[config.mk]
export PLATFORM = sky130hd
export DESIGN_NAME = fetch_pc_unit
export DESIGN_NICKNAME = d
export VERILOG_FILES = /design/src/rtl/kgp_pkg.sv /design/src/rtl/next_pc_calc.sv /design/src/rtl/fetch_pc_unit.sv
export SDC_FILE = /design/constraint.sdc
export NUM_CORES = 1
export LEC_CHECK = 0
export BUFFER_PORTS_ARGS = -buffer_cell sky130_fd_sc_hd__buf_2
export CAP_MARGIN = 0
export CORE_MARGIN = 5
export CORE_UTILIZATION = 30
export CTS_BUF_LIST = sky130_fd_sc_hd__clkbuf_16
export DETAILED_ROUTE_END_ITERATION = 6
export HOLD_SLACK_MARGIN = 0.15
export PLACE_DENSITY = 0.59
export SYNTH_ARGS = -nofsm -noshare
export SYNTH_HDL_FRONTEND = slang
export SYNTH_HIERARCHICAL = 1
export SYNTH_SLANG_ARGS = --single-unit
[constraint.sdc]
create_clock -name clk -period 6.25 [get_ports clk]
set_clock_uncertainty 0.05 [all_clocks]
set_input_delay 0 -clock clk [delete_from_list [all_inputs] [get_ports clk]]
set_output_delay 0 -clock clk [all_outputs]
set_load 0.01 [all_outputs]
[src/rtl/kgp_pkg.sv]
// Shared KGP-RISC definitions: fetch FSM states, datapath widths, reset PC and opcodes.
package kgp_pkg;

   typedef enum logic [1:0] {
      FETCH  = 2'd0,
      ISSUE  = 2'd1,
      HALTED = 2'd2
   } fetch_state_e;

   localparam int          PC_STEP  = 4;
   localparam int          OFFSET_W = 26;
   localparam int          INSTR_W  = 32;
   localparam logic [31:0] RESET_PC = 32'h0000_0000;

   // Opcode field values shared with the branch logic.
   localparam logic [5:0] OPC_ALU    = 6'b000000;
   localparam logic [5:0] OPC_BRANCH = 6'b000011;
   localparam logic [5:0] OPC_JR     = 6'b000100;
   localparam logic [5:0] OPC_HALT   = 6'b111111;

   function automatic logic is_control_op(input logic [5:0] opcode);
      return (opcode == OPC_BRANCH) || (opcode == OPC_JR) || (opcode == OPC_HALT);
   endfunction

endpackage

[src/rtl/next_pc_calc.sv]
// Combinational next-fetch-address selection: register jump, PC-relative branch or sequential step.
module next_pc_calc
   import kgp_pkg::*;
#(
   parameter int ADDR_W = 32,
   parameter int STEP   = kgp_pkg::PC_STEP
) (
   input  logic [ADDR_W-1:0]   instr_pc,
   input  logic                branch,
   input  logic [OFFSET_W-1:0] offset_in,
   input  logic                jr_valid,
   input  logic [ADDR_W-1:0]   jr_target,
   output logic [ADDR_W-1:0]   next_pc
);

   logic [ADDR_W-1:0] offset_ext;
   logic [ADDR_W-1:0] seq_pc;

   always_comb begin
      offset_ext = {{(ADDR_W-OFFSET_W){offset_in[OFFSET_W-1]}}, offset_in};
      seq_pc     = instr_pc + ADDR_W'(STEP);
      next_pc    = seq_pc;
      // Jump targets are word aligned; low bits of the register are dropped.
      if (jr_valid) begin
         next_pc = jr_target & ~ADDR_W'(3);
      end else if (branch) begin
         next_pc = seq_pc + (offset_ext << 2);
      end
   end

endmodule

[src/rtl/fetch_pc_unit.sv]
// KGP-RISC program counter and instruction fetch stage, one instruction in flight.
// Optional FETCH_PERF_EN adds fetch_count / taken_count performance counters.
module fetch_pc_unit
   import kgp_pkg::*;
#(
   parameter int                ADDR_W   = 32,
   parameter logic [ADDR_W-1:0] RESET_PC = ADDR_W'(kgp_pkg::RESET_PC),
   parameter int                PC_STEP  = kgp_pkg::PC_STEP
) (
   input  logic                clk,
   input  logic                rst,
   output logic                imem_req,
   output logic [ADDR_W-1:0]   imem_addr,
   input  logic                imem_ack,
   input  logic [INSTR_W-1:0]  imem_rdata,
   output logic [INSTR_W-1:0]  instr,
   output logic [ADDR_W-1:0]   instr_pc,
   output logic                instr_valid,
   input  logic                instr_ready,
   input  logic                branch,
   input  logic [OFFSET_W-1:0] offset_in,
   input  logic                jr_valid,
   input  logic [ADDR_W-1:0]   jr_target,
   input  logic                halt,
   output logic                halted,
`ifdef FETCH_PERF_EN
   output logic [31:0]         fetch_count,
   output logic [31:0]         taken_count,
`endif
   output fetch_state_e        dbg_state
);

   // Handshakes: memory transfer happens on a cycle with imem_req & imem_ack
   // (req holds until then); decode transfer happens on instr_valid & instr_ready,
   // with instr/instr_pc held stable while valid is high and ready is low.

   fetch_state_e      state;
   logic [ADDR_W-1:0] pc;
   logic [ADDR_W-1:0] next_pc;
   logic              accept;

   assign accept    = instr_valid & instr_ready;
   assign imem_addr = pc;
   assign dbg_state = state;

   next_pc_calc #(
      .ADDR_W (ADDR_W),
      .STEP   (PC_STEP)
   ) u_next_pc (
      .instr_pc  (instr_pc),
      .branch    (branch),
      .offset_in (offset_in),
      .jr_valid  (jr_valid),
      .jr_target (jr_target),
      .next_pc   (next_pc)
   );

   always_ff @(posedge clk or posedge rst) begin
      if (rst) begin
         state       <= FETCH;
         pc          <= RESET_PC;
         imem_req    <= 1'b0;
         instr       <= '0;
         instr_pc    <= '0;
         instr_valid <= 1'b0;
         halted      <= 1'b0;
`ifdef FETCH_PERF_EN
         fetch_count <= '0;
         taken_count <= '0;
`endif
      end else begin
         case (state)
            FETCH: begin
               // req is low only on the first cycle after reset, so a stale ack is dropped.
               if (!imem_req) begin
                  imem_req <= 1'b1;
               end else if (imem_ack) begin
                  instr       <= imem_rdata;
                  instr_pc    <= pc;
                  imem_req    <= 1'b0;
                  instr_valid <= 1'b1;
                  state       <= ISSUE;
               end
            end
            ISSUE: begin
               if (accept) begin
`ifdef FETCH_PERF_EN
                  fetch_count <= fetch_count + 32'd1;
                  if (branch || jr_valid) taken_count <= taken_count + 32'd1;
`endif
                  instr_valid <= 1'b0;
                  if (halt) begin
                     halted <= 1'b1;
                     state  <= HALTED;
                  end else begin
                     pc       <= next_pc;
                     imem_req <= 1'b1;
                     state    <= FETCH;
                  end
               end
            end
            HALTED: begin
               imem_req    <= 1'b0;
               instr_valid <= 1'b0;
               halted      <= 1'b1;
            end
            default: begin
               state    <= FETCH;
               imem_req <= 1'b0;
            end
         endcase
      end
   end

endmodule

Word-level counts from Yosys, hierarchy flattened
Index checks and enable logic that the tools add are counted.

Flip-flop bits (word level): 101. Bits in latches: 0. RAM bits: 0. Bits in read-only memories: 0. Input port bits: 97. Output and inout port bits: 101. Logic and storage cells: 47. Memories kept: 0.

Add/sub/neg operators: 2. Multipliers: 0. Divide/modulo/power cells: 0. $lt $le $gt $ge: 0. Equality and inequality tests: 7. Shift operators: 0. Muxes and demuxes: 19. Bitwise operators: 3. Reductions and logical operators: 9.

Operator list (count): $mux 32 (2); $add 32x3->32 const B (1); $add 32x32->32 (1); $ne 2x2->1 const B (5); $mux 1 (9); $reduce_and 3->1 (3); $mux 2 (4); $reduce_and 4->1 (2); $pmux 2 s3 (1); $pmux 1 s2 (2); $pmux 1 s3 (1); $reduce_bool 3->1 (1); $eq 2x1->1 const B (1); $eq 2x2->1 const B (1); $logic_not 2->1 (1); $not 1->1 (2); $reduce_and 2->1 (1); $reduce_bool 2->1 (1); $and 1x1->1 (1).

Depth between registers and ports, before layout
Depth after elaboration: 4. Depth in mapped cells: 19.

Cells and area by module
Netlist, hierarchy kept.

By module, submodules not included: fetch_pc_unit (times used 1, cells each 234, area each 4041.4 um^2, sequential area each 2527.4 um^2); next_pc_calc (times used 1, cells each 413, area each 2691.3 um^2, sequential area each 0.0 um^2).

Least setup slack after synthesis
No wires, ideal clock.

Path kind: reg2reg. From: register instr_pc[10]. To: register pc[31], in the netlist imem_addr[31]. Arrival time: 3.805 ns. Required time: 6.075 ns. Path slack: 2.270 ns. Cell stages (with the launch flop): 18. Buffers on the path: 2. Clock period less this slack: 3.980 ns. Cell sequence: dfrtp_1 -> and3_1 -> and4_1 -> and4_1 -> clkbuf_1 -> nand3_1 -> xnor2_1 -> ha_1 -> clkbuf_1 -> nand4_1 -> a211o_1 -> a21oi_2 -> o2111ai_1 -> and3_1 -> or4_4 -> xnor2_1 -> o21ai_1 -> mux2_4.

Longest elaborated chain between the ends: 4.

Ends and longest elaborated chain: start, declared (RTL line fetch_pc_unit.sv:17) `output logic [ADDR_W-1:0] instr_pc,`; start signal, assigned (RTL line fetch_pc_unit.sv:79) `instr_pc <= pc;`; $add 32x3->32 * (RTL line next_pc_calc.sv:21) `seq_pc = instr_pc + ADDR_W'(STEP);`; $add 32x32->32 (RTL line next_pc_calc.sv:27) `next_pc = seq_pc + (offset_ext << 2);`; $mux 32 * (RTL line next_pc_calc.sv:26) `end else if (branch) begin`; $mux 32 * (RTL line next_pc_calc.sv:24) `if (jr_valid) begin`; named net next_pc[31] (RTL line fetch_pc_unit.sv:39) `logic [ADDR_W-1:0] next_pc;`; end signal, assigned (RTL line fetch_pc_unit.sv:96) `pc <= next_pc;`; end, declared (RTL line fetch_pc_unit.sv:38) `logic [ADDR_W-1:0] pc;`.

The timed path passes the listed nets; every way through them passes the cells marked *. A chain may end at the register's enable or synchronous reset.

Worst setup path in the final report
From: register instr_pc[4]. To: register pc[31], in the netlist imem_addr[31].

The elaborated chain is that of the path after synthesis.

==> impl_results.md <==
* Final HPWL DP at between 15000 and 20000 µm
* Worst R2R Start: instr_pc[4]
* Flop pwr share at 30.4%
* Layout cell share with drive strength beyond 1 at 35.7%
* Core box area at roughly 22000 µm²
* CP bufs+invs at 0
* DIE AREA at 25500 µm²
* Clock latency on the worst-skew pair at 350 ps
* EDFF count, synth at 0
* Share of the synthesized area in the top cell type at 37.5%
* DRT iter0 DRCs at 208
* Nets@finish at 1036
* Relative slew slack at 34.4%
* DR pass1 iterations at 5
* IO Port Bufs at between 150 and 200
* Hold Path Origin: jr_target[22]
* Leak pwr at 4.25 nW
* Max Cap Viol at 0
* Setup CP Type: reg2reg
* Fmax at 220 MHz
* Syn Inst Count at 647
* TNS Setup at 0 ps
* Cells along the critical path: nand3_1, nor2_1, nand2_1, nor2_1, nand2_1, xnor2_1, ha_1, and4_1, nand3_1, a21o_1, a211o_1, a21oi_2, o2111ai_1, and3_1, or4_4, xnor2_1, o21ai_1, mux2_4
* CP arrival at 4740 ps
* CP max stage delay at 560 ps
* Worst reg-to-reg setup slack at 1700 ps
* CP max FO at 7
* Vias at 5685
* Largest net degree at the start of global routing at 65
* Worst Tran Pin Value at 985 ps
* Status: finished, final reports clean
* DIE WIDTH at 160 µm
* Biggest area consumer among synthesized cells: dfrtp_1
* Fin. Hold Viols at 0
* Sequential element share of the synthesized area at 37.5%
* WHS Path Cells at 4
* Initial Utilization at 30.7%
* FP Rows at between 50 and 60
* Ys Warns at 6
* Hold Crit Endpoint: imem_addr[22]
* Syn_nets at 786
* Buffers inserted by post-CTS timing repair at 0
* Slew Viols, Final at 0
* GPL Wtd Cong at a little under 0.9
* CTS tree: built
* First-pass GRT wire length at 32600 µm
* P per Cell Area at 468 nW/µm²
* Logic gate share of total power at a little under three fifths
* IR drop worst, VDD at roughly 0.00024 V
* TritonCTS buffer count at 9
* Diodes inserted at 0
* Tot GR Track Use at 15.8%
* CTS H-tree lvls at 3
* Die Ht at 160 µm
* Worst r2r dst: imem_addr[31]
* Worst EP required at 6440 ps
* Vias per inst at 4.81
* RSZ-0062 raised after global routing: no
* Slowest CP cell: or4_4
* Post-synth cell types at 66
* Root Driver: clkbuf_16
* CP Capture Type: flop
* Most used DFF post-synth: dfrtp_1
* Post-route minimum period at 4550 ps
* Area Growth Syn to Fin at 31.9%
* Final non-filler cell total at 1182
* Worst path top cell family by delay: simple AND/OR/NAND/NOR gates
* Tcrit/Tclk final at 72.8%
* ANT nets after route at 0
* Hold Crit Class: in2reg
* Inst Count DP at 1099
* Syn avg cell area at 10.4 µm²
* Boundary Pins at 198
* Fraction of registers with async set/reset at 100%
* Detailed Route WL at 20200 µm
* R2R depth at 18
* Register bit count reported by yosys at 101
* CTS clock-pin slew for the worst setup and hold paths at 80 ps
* Drc violations at 0
* Top cells by area, synth: dfrtp_1 38%, mux2_2 11%, ha_1 7.6%
* Initial antenna violation count at 0
* Longest Clk Path Bufs at 2
* Synth Cell Area at 6730 µm²
* Sw Pwr at 1.74 mW
* Clk pwr share at 13.7%
* Startpoint Class: flop
* Number of global-route vias before repair at 5962
* Final Setup Violations at 0
* Gr ovfl total at 0
* Clk sinks at between 100 and 150
* Drt wl/cell at roughly 17 µm
* Sw frac at 41.8%
* Int Power at around 2.4 mW
==> registers in the layout, summed over array words and instances (netlist names) <==
register     count
dbg_state        2
halted           1
imem_addr       32
imem_req         1
instr           32
instr_pc        32
instr_valid      1
==> stage by stage <==
| step | area [µm²] | power, mW | setup slack (ps) | hold slack, ps | util [%] |
|---|---|---|---|---|---|
| floorplan | 6730 | 2.82 | 2270 | 81.7 | - |
| global placement | 7910 | 3.52 | 1760 | 33.5 | 36.0 |
| detailed placement | 7910 | 3.55 | 1700 | 25.4 | 36.0 |
| CTS | 8880 | 4.18 | 1680 | 182 | 40.4 |
| global route | 8880 | 4.49 | 1350 | 210 | 40.4 |
| finish | 8880 | 4.16 | 1700 | 193 | 40.4 |
==> final cells by class <==
class                      instances  area [µm²]
sequential                       101        2530
tap                              280         350
clock buffer                       9         225
fill                            2120       13100
clock inverter                     7        75.1
timing repair buffer             265        1670
inverter                          17        66.3
multi-input combinational        503        3970
==> how the worst max path moves through the flow <==
| stage | from | to | depth (start not counted) |
|---|---|---|---|
| 3_3_place_gp | instr_pc[4] | imem_addr[31] | 18 |
| 6_report | instr_pc[4] | imem_addr[31] | 18 |
| 2_1_floorplan | instr_pc[10] | imem_addr[31] | 17 |
| 5_1_grt | instr_pc[2] | imem_addr[31] | 18 |
| 4_1_cts | instr_pc[2] | imem_addr[31] | 18 |
| 3_5_place_dp | instr_pc[2] | imem_addr[31] | 18 |
==> what timing repair did <==
item,CTS,global route
endpoints found under the hold margin,106,0
resized for setup,0,0
hold buffers,67,0
==> synth_stat cells (3+ instances only) <==
| library cell | instances |
|---|---|
| a31oi_1 | 10 |
| a21o_1 | 13 |
| nand2b_1 | 3 |
| dfrtp_1 | 101 |
| a21oi_1 | 45 |
| mux2_1 | 5 |
| ha_1 | 41 |
| nand4_1 | 10 |
| nand3_1 | 21 |
| mux2_4 | 30 |
| xnor2_1 | 34 |
| o21a_1 | 7 |
| buf_6 | 9 |
| and4_1 | 4 |
| inv_1 | 17 |
| and3_1 | 5 |
| and2_1 | 3 |
| a311oi_1 | 3 |
| xor2_1 | 18 |
| a211oi_1 | 4 |
| nand2_1 | 47 |
| buf_2 | 5 |
| o21ai_0 | 28 |
| buf_1 | 4 |
| o21bai_1 | 4 |
| nor2_1 | 48 |
| clkbuf_1 | 7 |
| nor2b_1 | 7 |
| nor3_1 | 4 |
| mux2_2 | 67 |
==> power groups by stage <==
stage          clock (mW)  sequential (mW)  combinational (mW)
3_5_place_dp            0             1.27                2.28
5_1_grt             0.614             1.32                2.56
6_report            0.570             1.26                2.33
2_1_floorplan           0             1.36                1.45
4_1_cts             0.584             1.26                2.33
3_3_place_gp            0             1.26                2.27
==> worst min-delay path: stages <==
cell	delay [ps]
buf_2	100
inv_1	60
a221oi_1	120
mux2_4	270
==> layout by cell type, fill, tap and decap left out, types with 18 or more instances in the layout <==
master	count
a21oi_1	45
buf_2	195
dfrtp_1	101
dlygate4sd3_1	67
ha_1	41
mux2_2	67
mux2_4	30
nand2_1	47
nand3_1	21
nor2_1	48
o21ai_0	28
xnor2_1	34
xor2_1	18
==> cell families after synthesis <==
| family | synth area share [%] |
|---|---|
| buf+inv | 3.55 |
| fa+ha+maj | 7.92 |
| xor+xnor | 6.76 |
| flops | 37.5 |
| compound gates | 13.2 |
| mux | 19.0 |
| simple gates | 12.0 |
==> per-layer routing <==
| layer | up-vias | wire length, µm | track usage (%) |
|---|---|---|---|
| met4 | 0 | 456 | 5.16 |
| li1 | 2834 | - | - |
| met3 | 26 | 1170 | 3.66 |
| met1 | 2671 | 8820 | 20.4 |
| met2 | 154 | 9800 | 26.2 |
| met5 | - | 0 | 0 |
(Power assumes the default switching activity.)
